==> config.mk <==
export PLATFORM = sky130hd
export DESIGN_NAME = instruction_fetch
export DESIGN_NICKNAME = d
export VERILOG_FILES = /design/src/rtl/instruction_fetch.sv
export SDC_FILE = /design/constraint.sdc
export NUM_CORES = 1
export LEC_CHECK = 0
export ABC_AREA = 1
export CAP_MARGIN = 20
export CORE_ASPECT_RATIO = 0.8
export CORE_MARGIN = 1
export CORE_UTILIZATION = 50
export DETAILED_ROUTE_END_ITERATION = 8
export PLACE_DENSITY = 0.87
export SLEW_MARGIN = 0
export SYNTH_ARGS = -nofsm -noshare
export SYNTH_HDL_FRONTEND = slang
export SYNTH_SLANG_ARGS = --single-unit
==> constraint.sdc <==
create_clock -name clock -period 1.85 [get_ports clock]
set_input_delay 0.37 -clock clock [delete_from_list [all_inputs] [get_ports clock]]
set_output_delay 0.37 -clock clock [all_outputs]
set_load 0.01 [all_outputs]
==> src/rtl/instruction_fetch.sv <==
// Instruction fetch stage: owns the PC, runs one memory read per fetch
// request and strobes the IR load while the word is on the data bus.
module instruction_fetch #(
  parameter int                    ADDR_WIDTH = 16,
  parameter logic [ADDR_WIDTH-1:0] RESET_PC   = '0,
  parameter int                    WAIT_LIMIT = 15
) (
  input  logic                  clock,
  input  logic                  reset,
  input  logic                  fetch,
  input  logic                  pcLoad,
  input  logic [ADDR_WIDTH-1:0] pcIn,
  input  logic                  memReady,
  output logic [ADDR_WIDTH-1:0] memAddr,
  output logic                  notMemRead,
  output logic                  notIrLoad,
  output logic [ADDR_WIDTH-1:0] pc,
  output logic                  busy,
  output logic                  done,
  output logic                  timeout
);

  typedef enum logic [2:0] {
    S_IDLE,
    S_REQ,
    S_WAIT,
    S_LOAD,
    S_DONE
  } state_t;

  localparam logic [7:0] CNT_LAST = 8'(WAIT_LIMIT - 1);

  state_t     state;
  state_t     state_nxt;
  logic [7:0] wait_cnt;
  logic       wait_expired;

  assign wait_expired = (wait_cnt == CNT_LAST) && !memReady;

  always_ff @(posedge clock) begin
    if (reset) state <= S_IDLE;
    else       state <= state_nxt;
  end

  always_comb begin
    state_nxt = state;
    unique case (state)
      S_IDLE: if (fetch) state_nxt = S_REQ;
      S_REQ:  state_nxt = S_WAIT;
      S_WAIT: begin
        if (memReady)          state_nxt = S_LOAD;
        else if (wait_expired) state_nxt = S_IDLE;
      end
      S_LOAD: state_nxt = S_DONE;
      S_DONE: state_nxt = S_IDLE;
      default: state_nxt = S_IDLE;
    endcase
  end

  // A jump and a fetch in the same cycle fetch from the jump target.
  always_ff @(posedge clock) begin
    if (reset) begin
      pc       <= RESET_PC;
      memAddr  <= RESET_PC;
      timeout  <= 1'b0;
      wait_cnt <= '0;
    end else begin
      unique case (state)
        S_IDLE: begin
          if (pcLoad) pc <= pcIn;
          if (fetch) begin
            memAddr  <= pcLoad ? pcIn : pc;
            timeout  <= 1'b0;
            wait_cnt <= '0;
          end
        end
        S_WAIT: begin
          if (wait_expired)   timeout  <= 1'b1;
          else if (!memReady) wait_cnt <= wait_cnt + 8'd1;
        end
        S_LOAD: pc <= pc + ADDR_WIDTH'(1);
        default: ;
      endcase
    end
  end

  always_comb begin
    notMemRead = 1'b1;
    notIrLoad  = 1'b1;
    busy       = 1'b1;
    done       = 1'b0;
    unique case (state)
      S_IDLE: busy       = 1'b0;
      S_REQ:  notMemRead = 1'b0;
      S_WAIT: notMemRead = 1'b0;
      S_LOAD: begin
        notMemRead = 1'b0;
        notIrLoad  = 1'b0;
      end
      S_DONE: done = 1'b1;
      default: busy = 1'b0;
    endcase
  end

endmodule

==> results.cfg, run 1 <==
[timing]
worst_pin_slew_ps = 389
timing.hold.ws_ps = 452
finalSetupViolCount = 0
hold_viol = 0
finalClockSkew_ps = 7.93
fin_setup_tns_ps = 0
finalCritPeriodShare_pct = 97.7
drv_slew = 0
rsz0062_at_grt = false
finalCriticalPeriod_ps = 1810
maxSlewHeadroom_pct = 74.1
fmax_mhz = 553

[hold_path]
hold_class = flip-flop to flip-flop
min_path_cells = 2

[placed_design]
place_congestion = 0.967
numPortBuffers = 57
hpwl_mm = 5.03

[die]
die-area_sq_mm = 0.00521
io_pins = 58
initial_core_util_pct = 52.9
rows = 22
fp.coreArea_sq_mm = 0.00465
die_y_um = 64.7
die_x_um = 80.4

[route]
drtIter0Drc = 246
ant_nets = 0
wl_per_cell_um = 13.8
vias_per_cell = 5.44
route.detailed.drc = 0
vias = 2752
first_pass_iters = 5
drt_wl_total_mm = 6.96

[synthesis]
synthesis.area_sq_mm = 0.00246
synth_edf_count = 0
syn-mean-instance-area_sq_um = 6.42
seq_area_frac_synth_pct = 35.8
synth.distinct_cells = 36
dominantRegCellSynth = dfxtp_1
ys.warnings.count = 0
async_reset_ff_share_pct = 0
synth_fp_nets = 407
netlist_instances = 383
ys_ff_latch = 44

[power]
internal_power_mw = 2.04
switching_power_mw = 1.19
swShare_pct = 36.9
p_seq_share_pct = 38.5
powerDensity_mw_per_mm2 = 993
clkPwrFrac_pct = 24.9
p_comb_share_pct = 36.6
peakVddDrop_mv = 0.545
leakagePower_nw = 1.37

[cts]
cts.sinks = 44
clk-insertion-delay-late_ps = 310
cts_tree = yes
htreeDepth = 2
cts.path.max_buffers = 2
root_buffer = clkbuf_8
clk_pin_slew_ps = 90
post_cts_buffers = 0
cts_buffers = 5

[job]
cap_violations = 0

[setup_path]
cp_max_fo = 9
rr_worst_depth = 8
cp.arrival_ps = 1440
endpoint_kind = output pin
crit_type = flip-flop to output pin
critPathLaunchType = flip-flop
critPathRequiredTime_ps = 1480

[global_route]
gr-usage-met1_pct = 38.0
grt_pass1_wl_mm = 11.3
gr-max-usage-layer = met2
grt_pass1_vias = 2384
grt_util_met3_pct = 4.79
grt.total_usage_pct = 28.2
grt_max_degree = 29
overflow = 0
use_met2_pct = 45.0
antenna_found_initial = 0

[layout]
final_core_util_pct = 69.9
drive_gt1_share_pct = 8.97
regArea_sq_um = 883
n_fill_cell = 396
fin_nets = 469
multiInputGateArea_sq_mm = 0.00138
antenna_cells = 0
synthToLayoutAreaGrowth_pct = 32.2

[run_status]
outcome = completed
==> power groups by stage <==
stage / Clock [mW] / Sequential [mW] / Combinational [mW]
after floorplan: 0 / 1.29 / 0.622
after global placement: 0 / 1.25 / 1.14
after detailed placement: 0 / 1.25 / 1.18
after CTS: 0.805 / 1.24 / 1.17
after global routing: 0.832 / 1.26 / 1.29
final: 0.805 / 1.24 / 1.18
==> area by class of cell <==
class / instances / area share [%]
timing repair buffer: 67 / 20.1
inverter: 36 / 4.31
clock buffer: 6 / 2.54
clock inverter: 2 / 1.19
sequential: 44 / 27.2
multi-input combinational: 291 / 42.4
tap: 60 / 2.31
==> Yosys cell counts, drive strengths merged (2+ instances only) <==
cell      n  share of area (%)
nand4     4                1.0
nor2     35                5.6
nand3    33                6.9
ha        3                1.5
dfxtp    44                 36
a31oi     2               0.51
or2       3               0.76
nand2   144                 23
xor2      3                1.1
a21oi    23                4.7
o31ai     7                2.3
buf       9                2.4
inv      36                5.7
clkbuf    3               0.46
o21ai    23                4.7
nor3      3               0.81
o211ai    2               0.61
==> kinds of logic after synthesis <==
family	share of synthesized area, %
muxes	0.407
DFF	35.8
adders and majority gates	1.53
AOI/OAI and AO/OA	13.8
xor gates and xnor gates	1.42
buffers and inverters	8.54
and+or+nand+nor	38.5
==> metal layers <==
metal	routed length (um)	share of wire, %	up-vias
met5	0	0	-
met4	146	2.1	0
met3	518	7.4	20
met2	3080	44	126
met1	3220	46	1244
li1	-	-	1362
==> worst max-delay path: stages, from the launching register on <==
cell	delay, ps
dfxtp_1	360
inv_2	80
nand3_4	130
clkdlybuf4s50_1	560
==> placed cells by master, fill, tap and decap left out, types with 6 or more instances in the layout <==
| master | n |
|---|---|
| a21oi_1 | 23 |
| buf_4 | 9 |
| clkbuf_8 | 6 |
| clkdlybuf4s50_1 | 54 |
| dfxtp_1 | 42 |
| inv_1 | 31 |
| nand2_1 | 138 |
| nand3_1 | 32 |
| nor2_1 | 31 |
| o21ai_0 | 21 |
| o31ai_1 | 6 |
==> timing repair <==
| item | 4_1_cts | 5_1_grt |
|---|---|---|
| hold buffers | 0 | 0 |
| endpoints found under the hold margin | 0 | 0 |
| gates resized for setup | 7 | 0 |
| endpoints found under the setup margin | 3 | 0 |
==> worst paths after layout <==
| kind | from | to | slack, ps |
|---|---|---|---|
| setup / recovery | state[2] | notIrLoad | 40 |
| hold / removal | memAddr[9] | memAddr[9] | 450 |
| setup reg to reg | pc[1] | pc[10] | 150 |
| hold reg to reg | memAddr[9] | memAddr[9] | 450 |
==> sequential cells by signal, indices dropped and copies added, names as in the netlist <==
name,flops
state,3
wait_cnt,8
timeout,1
pc,16
memAddr,16
==> metrics by stage <==
| stage | std cells | power, mW | cell area [sq um] | worst slack (ps) |
|---|---|---|---|---|
| after global routing | 506 | 3.38 | 3250 | 0.874 |
| final | 506 | 3.23 | 3250 | 42.9 |
| after global placement | 498 | 2.39 | 3120 | 124 |
| after CTS | 506 | 3.22 | 3250 | 49.9 |
| after floorplan | 383 | 1.91 | 2460 | 418 |
| after detailed placement | 498 | 2.43 | 3120 | 56.6 |
No activity file was read; power rests on OpenSTA's default activity.
==> run 2: changes to the inputs <==
--- a/config.mk
+++ b/config.mk
@@ -16,3 +16,4 @@
 export SYNTH_ARGS = -nofsm -noshare
 export SYNTH_HDL_FRONTEND = slang
 export SYNTH_SLANG_ARGS = --single-unit
+export TNS_END_PERCENT = 20
==> results of run 2 <==
No change in the layout: final DEF, timing and power equal those of run 1.
